==> src/rtl/pipe_ctrl_pkg.sv <==
// Shared definitions for the pipeline hazard/stall controller.
//   md_state_t  : mult/div sequencer states
//   *_DEFAULT   : default multiply/divide stall lengths (total stalled cycles)
//   REG_ZERO    : architectural zero register number (never a real hazard source)
//   timer_load  : counter preload for an operation of n total stall cycles
package pipe_ctrl_pkg;

    typedef enum logic [1:0] {
        ST_IDLE = 2'd0,
        ST_BUSY = 2'd1,
        ST_DONE = 2'd2
    } md_state_t;

    localparam int unsigned MUL_CYCLES_DEFAULT = 4;
    localparam int unsigned DIV_CYCLES_DEFAULT = 32;
    localparam logic [4:0]  REG_ZERO           = 5'd0;

    // The IDLE start cycle stalls once and BUSY stalls for count+1 cycles
    // (count down to and including 0), so N total needs a preload of N-2.
    function automatic logic [7:0] timer_load(input int unsigned n);
        return 8'(n - 2);
    endfunction

endpackage

==> src/rtl/muldiv_timer.sv <==
// Down-counter timing a multi-cycle multiply/divide.
//   Clk, Rst_n  : clock, async active-low reset (count cleared)
//   i_load      : load i_load_val this edge (takes priority over i_dec)
//   i_load_val  : preload value
//   i_dec       : decrement this edge
//   o_zero      : count is zero
module muldiv_timer (
    input  logic       Clk,
    input  logic       Rst_n,
    input  logic       i_load,
    input  logic [7:0] i_load_val,
    input  logic       i_dec,
    output logic       o_zero
);

    logic [7:0] r_count;

    always_ff @(posedge Clk or negedge Rst_n) begin
        if (!Rst_n) begin
            r_count <= '0;
        end else if (i_load) begin
            r_count <= i_load_val;
        end else if (i_dec && (r_count != '0)) begin
            r_count <= r_count - 8'd1;
        end
    end

    assign o_zero = (r_count == '0);

endmodule

==> src/rtl/hazard_stall_ctrl.sv <==
// Pipeline hazard and stall controller.
//   Inputs : ID operand regs (IDRs/IDRt/IDUsesRt), EX load info
//            (EXMemRead/EXDestReg), mult/div start (MulDivStart/MulDivIsDiv),
//            taken branch in ID (BranchTaken).
//   Outputs: PC / IF-ID / ID-EX enables, bubble and flush controls
//            (combinational), HiLoWrite strobe and MulDivBusy (registered),
//            StallCount saturating count of PC-stalled cycles.
// Priority: mult/div stall > load-use stall > taken-branch flush.
module hazard_stall_ctrl
    import pipe_ctrl_pkg::*;
#(
    parameter int unsigned MUL_CYCLES = MUL_CYCLES_DEFAULT,
    parameter int unsigned DIV_CYCLES = DIV_CYCLES_DEFAULT
) (
    input  logic        Clk,
    input  logic        Rst_n,
    input  logic [4:0]  IDRs,
    input  logic [4:0]  IDRt,
    input  logic        IDUsesRt,
    input  logic        EXMemRead,
    input  logic [4:0]  EXDestReg,
    input  logic        MulDivStart,
    input  logic        MulDivIsDiv,
    input  logic        BranchTaken,
    output logic        PCWrite,
    output logic        IFIDWrite,
    output logic        IFIDFlush,
    output logic        IDEXWrite,
    output logic        IDEXBubble,
    output logic        EXMEMBubble,
    output logic        HiLoWrite,
    output logic        MulDivBusy,
    output logic [15:0] StallCount
);

    md_state_t   r_state;
    logic        r_hilo;
    logic        r_busy;
    logic [15:0] r_stall_cnt;

    logic        w_timer_load;
    logic        w_timer_dec;
    logic        w_timer_zero;
    logic [7:0]  w_load_val;
    logic        w_md_stall;
    logic        w_load_use;

    assign w_load_val   = MulDivIsDiv ? timer_load(DIV_CYCLES) : timer_load(MUL_CYCLES);
    assign w_timer_load = (r_state == ST_IDLE) && MulDivStart;
    assign w_timer_dec  = (r_state == ST_BUSY) && !w_timer_zero;
    // Start is honoured only in IDLE, so DONE never restarts the sequencer.
    assign w_md_stall   = w_timer_load || (r_state == ST_BUSY);

    assign w_load_use = EXMemRead && (EXDestReg != REG_ZERO) &&
                        ((EXDestReg == IDRs) || (IDUsesRt && (EXDestReg == IDRt)));

    muldiv_timer u_timer (
        .Clk        (Clk),
        .Rst_n      (Rst_n),
        .i_load     (w_timer_load),
        .i_load_val (w_load_val),
        .i_dec      (w_timer_dec),
        .o_zero     (w_timer_zero)
    );

    // Sequencer with registered HiLoWrite / MulDivBusy.
    always_ff @(posedge Clk or negedge Rst_n) begin
        if (!Rst_n) begin
            r_state <= ST_IDLE;
            r_hilo  <= 1'b0;
            r_busy  <= 1'b0;
        end else begin
            case (r_state)
                ST_IDLE: begin
                    r_hilo <= 1'b0;
                    if (MulDivStart) begin
                        r_state <= ST_BUSY;
                        r_busy  <= 1'b1;
                    end
                end
                ST_BUSY: begin
                    if (w_timer_zero) begin
                        r_state <= ST_DONE;
                        r_hilo  <= 1'b1;
                    end
                end
                ST_DONE: begin
                    r_state <= ST_IDLE;
                    r_hilo  <= 1'b0;
                    r_busy  <= 1'b0;
                end
                default: begin
                    r_state <= ST_IDLE;
                    r_hilo  <= 1'b0;
                    r_busy  <= 1'b0;
                end
            endcase
        end
    end

    always_comb begin
        PCWrite     = 1'b1;
        IFIDWrite   = 1'b1;
        IDEXWrite   = 1'b1;
        IDEXBubble  = 1'b0;
        EXMEMBubble = 1'b0;
        IFIDFlush   = 1'b0;
        if (w_md_stall) begin
            PCWrite     = 1'b0;
            IFIDWrite   = 1'b0;
            IDEXWrite   = 1'b0;
            EXMEMBubble = 1'b1;
        end else if (w_load_use) begin
            PCWrite    = 1'b0;
            IFIDWrite  = 1'b0;
            IDEXBubble = 1'b1;
        end else if (BranchTaken) begin
            IFIDFlush = 1'b1;
        end
    end

    always_ff @(posedge Clk or negedge Rst_n) begin
        if (!Rst_n) begin
            r_stall_cnt <= '0;
        end else if (!PCWrite && (r_stall_cnt != '1)) begin
            r_stall_cnt <= r_stall_cnt + 16'd1;
        end
    end

    assign HiLoWrite  = r_hilo;
    assign MulDivBusy = r_busy;
    assign StallCount = r_stall_cnt;

endmodule

==> config.mk <==
export PLATFORM = sky130hd
export DESIGN_NAME = hazard_stall_ctrl
export DESIGN_NICKNAME = d
export VERILOG_FILES = /design/src/rtl/pipe_ctrl_pkg.sv /design/src/rtl/muldiv_timer.sv /design/src/rtl/hazard_stall_ctrl.sv
export SDC_FILE = /design/constraint.sdc
export NUM_CORES = 1
export LEC_CHECK = 0
export BUFFER_PORTS_ARGS = -buffer_cell sky130_fd_sc_hd__clkbuf_2
export CAP_MARGIN = 20
export CORE_MARGIN = 2
export CORE_UTILIZATION = 45
export CTS_BUF_LIST = sky130_fd_sc_hd__clkbuf_4
export CTS_CLUSTER_SIZE = 30
export DETAILED_ROUTE_END_ITERATION = 6
export GPL_TIMING_DRIVEN = 1
export PLACE_DENSITY = 0.8
export SLEW_MARGIN = 20
export SYNTH_ARGS = -nofsm -noshare
export SYNTH_HDL_FRONTEND = slang
export SYNTH_SLANG_ARGS = --single-unit
==> constraint.sdc <==
create_clock -name Clk -period 2 [get_ports Clk]
set_clock_uncertainty 0.1 [all_clocks]
set_input_delay 0.3 -clock Clk [delete_from_list [all_inputs] [get_ports Clk]]
set_output_delay 0.3 -clock Clk [all_outputs]
set_load 0.005 [all_outputs]
==> results.yml, run 1 <==
timing:
  worstMarginPinSlew_ps: 668
  period_needed_ps: 1940
  setup_viol: 0
  maxSlewHeadroom: 0.555
  rsz0062_at_grt: "yes"
  fmax_mhz: 516
  slew_viol_final: 0
  period_share: 0.970
  hold_violations: 0
setup_path:
  critPathMaxStageDelay_ps: 510
  worstPathRequired_ps: 1600
  end_kind: "primary output"
  path_cells: "clkbuf_2, or4_1, o21a_1, a21o_1, inv_1, clkbuf_2"
  critical_path.most_common_cell: "clkbuf_2"
  worstPathMaxFanout: 4
  cp.arrival_ps: 1540
  start_kind: "input port"
  critPathSlowestCell: "or4_1"
  worstSetupPathType: "input port to primary output"
place:
  routabilityCongestion: 0.812
  placedCellCount: 254
  dp_hpwl_mm: 2.47
  dpl_cell_area_mm2: 0.00193
  portBuffers: 45
cells_and_area:
  final-seq-area_um2: 701
  stdcell_count: 264
  fin_util: 0.609
  postLayoutCellArea_mm2: 0.00205
  nets: 244
  diodes: 0
  syn_to_final_growth_pct: 28.5
  drive_above_1_share: 0.353
  num-fill-cells: 316
  multi_input_area_um2: 843
floorplanning:
  die_h_um: 63.5
  core_mm2: 0.00336
  num_io_pins: 46
  num_rows: 21
  start_util: 0.474
  die-area_mm2: 0.00403
  die_w_um: 63.5
synth:
  avgSynthCellArea_um2: 10.2
  synthTopCellsByCount: "28 x dfrtp_1, 23 x xnor2_1, 14 x and3_1, 14 x nor2_1, 9 x a21oi_1"
  synthFlopType: "dfrtp_1"
  synth_area_mm2: 0.00159
  synth_top_cell_by_area: "dfrtp_1"
  synth.distinct_cells: 39
  postSynthCellCount: 156
  synth_edf_count: 0
  yosysMostFrequentCell: "dfrtp_1"
  syn-num-nets: 181
  synth_seq_area_share: 0.440
  ys_warn_count: 0
  yosys_register_bits: 28
  yosysTopAreaCellShare: 0.440
  synthArstFlopShare: 1.00
  ys_top_cells_by_area: "dfrtp_1 44%, xnor2_1 13%, and3_1 5.5%"
clocking:
  cts_tree: "done"
  cts-buffers-inserted: 3
  worstSkewPairLatency_ps: 320
  cts_root_buffer: "clkbuf_4"
  clkSinkCount: 28
  htree_levels: 1
  path_clk_slew_ps: 150
  clockBufferDepth: 2
global_route:
  grt_max_degree: 29
  overflow: 0
  grt_pass1_vias: 1294
  grt_usage: 0.169
  antenna_found_initial: 0
  grt_pass1_wl_mm: 5.52
route:
  route.detailed.drc: 0
  ant_nets: 0
  wire_per_inst_um: 12.6
  routed_wl_mm: 3.32
  dr.pass1.iters: 4
  drt_iter0_drc: 47
  vias: 1341
  vias_per_cell: 5.08
power:
  finalPower_w: 0.00224
  vdd_drop_max_mv: 1.11
  power_density_mw_per_mm2: 1090
  leakage_nw: 1.02
worst_hold_path:
  hold_class: "input port to register"
outcome:
  outcome: "finished clean"
run:
  max_cap_violations: 0
-- cell type report --
cell class                 count  share of cell area
tap                           46              0.0281
inverter                       7              0.0128
clock inverter                 1              0.0147
sequential                    28               0.342
multi-input combinational    117               0.412
clock buffer                   3              0.0110
timing repair buffer          62               0.180
-- per-stage QoR --
step	hold slack, ps	setup slack (ps)	setup TNS, ps
after floorplan	-95.6	18.0	0
after global placement	274	43.8	0
after detailed placement	269	6.39	0
after CTS	150	8.82	0
after global routing	147	-26.7	-33.9
final	152	60.3	0
-- cell usage in the layout, fill, tap and decap left out, types with 2 or more instances in the layout --
cell      count
nand3_2       4
inv_1         7
xor2_1        4
a41oi_1       2
nand2_1       7
nor2_1       14
buf_4        15
xnor2_1      23
nand4_1       6
a21oi_1       9
and3_1       13
clkbuf_4      3
and2_1        2
clkbuf_2     45
dfrtp_1      28
nand3_1       5
ha_1          3
nand2_2       2
nand3b_1      2
-- logic make-up (layout without fill, tap and decap cells) --
logic type / Yosys count / after routing / synth area share
buffers and inverters: 11 / 73 / 0.0440
multiplexers: 2 / 2 / 0.0133
AND/OR/NAND/NOR: 67 / 67 / 0.248
flip-flops: 28 / 28 / 0.440
AO/OA/AOI/OAI: 18 / 18 / 0.0832
XOR/XNOR: 27 / 27 / 0.148
adder cells (fa/ha/maj): 3 / 3 / 0.0236
-- metal layers --
metal  vias to the layer above  wire [um]  global-route usage
met4                         0         31              0.0408
li1                        670          -                   -
met2                        24       1710               0.303
met5                         -          0                   0
met1                       643       1470               0.203
met3                         4        104              0.0411
-- state kept, by name (all words and copies together), names as in the netlist --
register and cells:
r_state 2, u_timer.r_count 8, HiLoWrite 1, MulDivBusy 1, StallCount 16
-- worst max-delay path: cells and delay by family --
kind                   cells  cell delay, ps
and+or+nand+nor            1             510
AOI/OAI and AO/OA          2             440
buffers and inverters      3             290
-- where the power goes --
| group | switching (W) | internal, W | total, W | leakage, nW |
|---|---|---|---|---|
| sequential | 0.000195 | 0.000756 | 0.000951 | 0.347 |
| combinational | 0.000436 | 0.000485 | 0.000921 | 0.643 |
| clock | 0.000162 | 0.000203 | 0.000365 | 0.0279 |
-- worst paths after layout --
| path | from | endpoint | slack (ps) | depth (start not counted) |
|---|---|---|---|---|
| min in group asynchronous | Rst_n | MulDivBusy | 420 | 2 |
| setup / recovery | EXDestReg[1] | IFIDWrite | 60 | 6 |
| hold / removal | MulDivStart | MulDivBusy | 150 | 3 |
| hold reg to reg | StallCount[8] | StallCount[8] | 410 | 1 |
| setup reg to reg | u_timer.r_count[5] | u_timer.r_count[5] | 80 | 6 |
| max in group asynchronous | Rst_n | StallCount[0] | 950 | 2 |
-- timing repair --
item,CTS,global route
hold buffers,1,0
gates resized for setup,0,4
endpoints found under the setup margin,0,16
hold endpoints to repair,28,0
buffers inserted,0,5
Note: power is estimated with default switching activity, not from simulation.
==> run 2: changes to the inputs <==
--- a/config.mk
+++ b/config.mk
@@ -13,7 +13,7 @@
 export CTS_CLUSTER_SIZE = 30
 export DETAILED_ROUTE_END_ITERATION = 6
 export GPL_TIMING_DRIVEN = 1
-export PLACE_DENSITY = 0.8
+export PLACE_DENSITY = 0.77
 export SLEW_MARGIN = 20
 export SYNTH_ARGS = -nofsm -noshare
 export SYNTH_HDL_FRONTEND = slang
==> constraint.sdc (replaced) <==
create_clock -name Clk -period 2.3 [get_ports Clk]
set_clock_uncertainty 0.1 [all_clocks]
set_input_delay 0.345 -clock Clk [delete_from_list [all_inputs] [get_ports Clk]]
set_output_delay 0.345 -clock Clk [all_outputs]
set_load 0.005 [all_outputs]
==> results.yml, run 2 (synthesis gave the netlist of run 1 again) <==
route:
  routed_wl_mm: 3.06
  route.detailed.drc: 0
  drt_iter0_drc: 28
  vias_per_cell: 5.15
  ant_nets: 0
  vias: 1307
  wire_per_inst_um: 12.0
  dr.pass1.iters: 6
cells_and_area:
  syn_to_final_growth_pct: 20.1
  layout_common_cells: "45 x clkbuf_2, 28 x dfrtp_1, 23 x xnor2_1"
  drive_above_1_share: 0.308
  final_common_cell: "clkbuf_2"
  multi_input_area_um2: 823
  nets: 234
  largest_reg_flops: 16
  num-fill-cells: 339
  final-seq-area_um2: 701
  diodes: 0
clocking:
  clockBufferDepth: 2
  cts_setup_buffers: 0
  htree_levels: 1
  cts_root_buffer: "clkbuf_4"
  cts-buffers-inserted: 3
  clkSinkCount: 28
  path_clk_slew_ps: 140
  worstSkewPairLatency_ps: 330
  ctsResizeCount: 0
  cts_tree: "done"
global_route:
  grt_pass1_vias: 1228
  overflow: 0
  grt_pass1_wl_mm: 5.43
  antenna_found_initial: 0
  grt_usage: 0.167
  grt_max_degree: 29
floorplanning:
  die_w_um: 63.5
  die-area_mm2: 0.00403
  num_io_pins: 46
  num_rows: 21
  core_mm2: 0.00336
  start_util: 0.474
  die_h_um: 63.5
timing:
  period_needed_ps: 2030
  maxSlewHeadroom: 0.555
  layout_setup_ws_ps: 269
  period_share: 0.883
  fmax_mhz: 492
  slew_viol_final: 0
  hold_violations: 0
  worstMarginPinSlew_ps: 667
  fin_tns_setup_ps: 0
  rsz0062_at_grt: "no"
  setup_viol: 0
  fin_hold_ws_ps: 195
power:
  vdd_drop_max_mv: 0.522
  finalPower_w: 0.00171
  power_density_mw_per_mm2: 894
  leakage_nw: 0.946
setup_path:
  r2r_slack_ps: 340
  end_kind: "primary output"
  worstPathMaxFanout: 5
  r2r_cells: 6
  cp_top_family: "simple AND/OR/NAND/NOR gates"
  critical_path.most_common_cell: "clkbuf_2"
  worstPathRequired_ps: 1860
  start_kind: "input port"
  cp.arrival_ps: 1590
  worstSetupPathType: "input port to primary output"
  r2r-end: "u_timer.r_count[2]"
  critPathMaxStageDelay_ps: 510
  path_cells: "clkbuf_2, or4_1, o21a_1, a21o_1, inv_1, clkbuf_2"
  timing.rr.start: "u_timer.r_count[5]"
  crit_buf_inv: 3
  critPathSlowestCell: "or4_1"
  crit_cells: 6
worst_hold_path:
  holdCritStartpoint: "MulDivIsDiv"
  min_delay_path_depth: 3
  min_to: "u_timer.r_count[3]"
  hold_class: "input port to register"
place:
  routabilityCongestion: 0.811
  place_ws_ps: 235
  dp_hpwl_mm: 2.41
  portBuffers: 45
outcome:
  outcome: "finished clean"
run:
  max_cap_violations: 0
==> run 2: routing by layer <==
| layer | vias up | GRT usage | wire [um] |
|---|---|---|---|
| met5 | - | 0 | 0 |
| met4 | 0 | 0.0245 | 13 |
| met3 | 2 | 0.0429 | 112 |
| met2 | 20 | 0.301 | 1550 |
| met1 | 635 | 0.203 | 1380 |
| li1 | 650 | - | - |
==> run 2: worst max-delay path by stage <==
stage	end	slack [ps]	from
floorplan	PCWrite	230	EXDestReg[1]
global placement	StallCount[12]	260	EXDestReg[1]
detailed placement	StallCount[5]	240	EXDestReg[1]
CTS	IFIDWrite	260	EXDestReg[1]
global route	u_timer.r_count[2]	120	u_timer.r_count[5]
finish	IFIDWrite	270	EXDestReg[1]
==> run 2: metrics by stage <==
step	utilization	cells	cell area, um^2
5_1_grt	0.569	254	1910
3_3_place_gp	0.558	249	1880
2_1_floorplan	-	156	1590
3_5_place_dp	0.558	249	1880
6_report	0.569	254	1910
4_1_cts	0.569	254	1910
==> run 2: cell type report <==
cell class                      instances  share of cell area
Multi-Input combinational cell        117               0.430
Sequential cell                        28               0.366
Inverter                                7              0.0137
Timing Repair Buffer                   52               0.146
Tap cell                               46              0.0301
Clock buffer                            3              0.0118
Clock inverter                          1             0.00196
==> run 2: repair_timing <==
item | CTS | global route
hold endpoints to repair | 28 | 0
hold buffers | 1 | 0
setup endpoints to repair | 0 | 0
==> run 2: worst reg2reg max path, stage by stage (launching register included) <==
cell,delay (ps)
dfrtp_1,420
or4_4,580
nor4_1,270
nor2_1,110
nand2_1,120
xor2_1,160
a21oi_1,90
==> run 2: report_power, final <==
| part | total, W | internal, W | switching (W) |
|---|---|---|---|
| Sequential | 0.000827 | 0.000657 | 0.000170 |
| Combinational | 0.000680 | 0.000348 | 0.000331 |
| Clock | 0.000204 | 0.0000637 | 0.000140 |
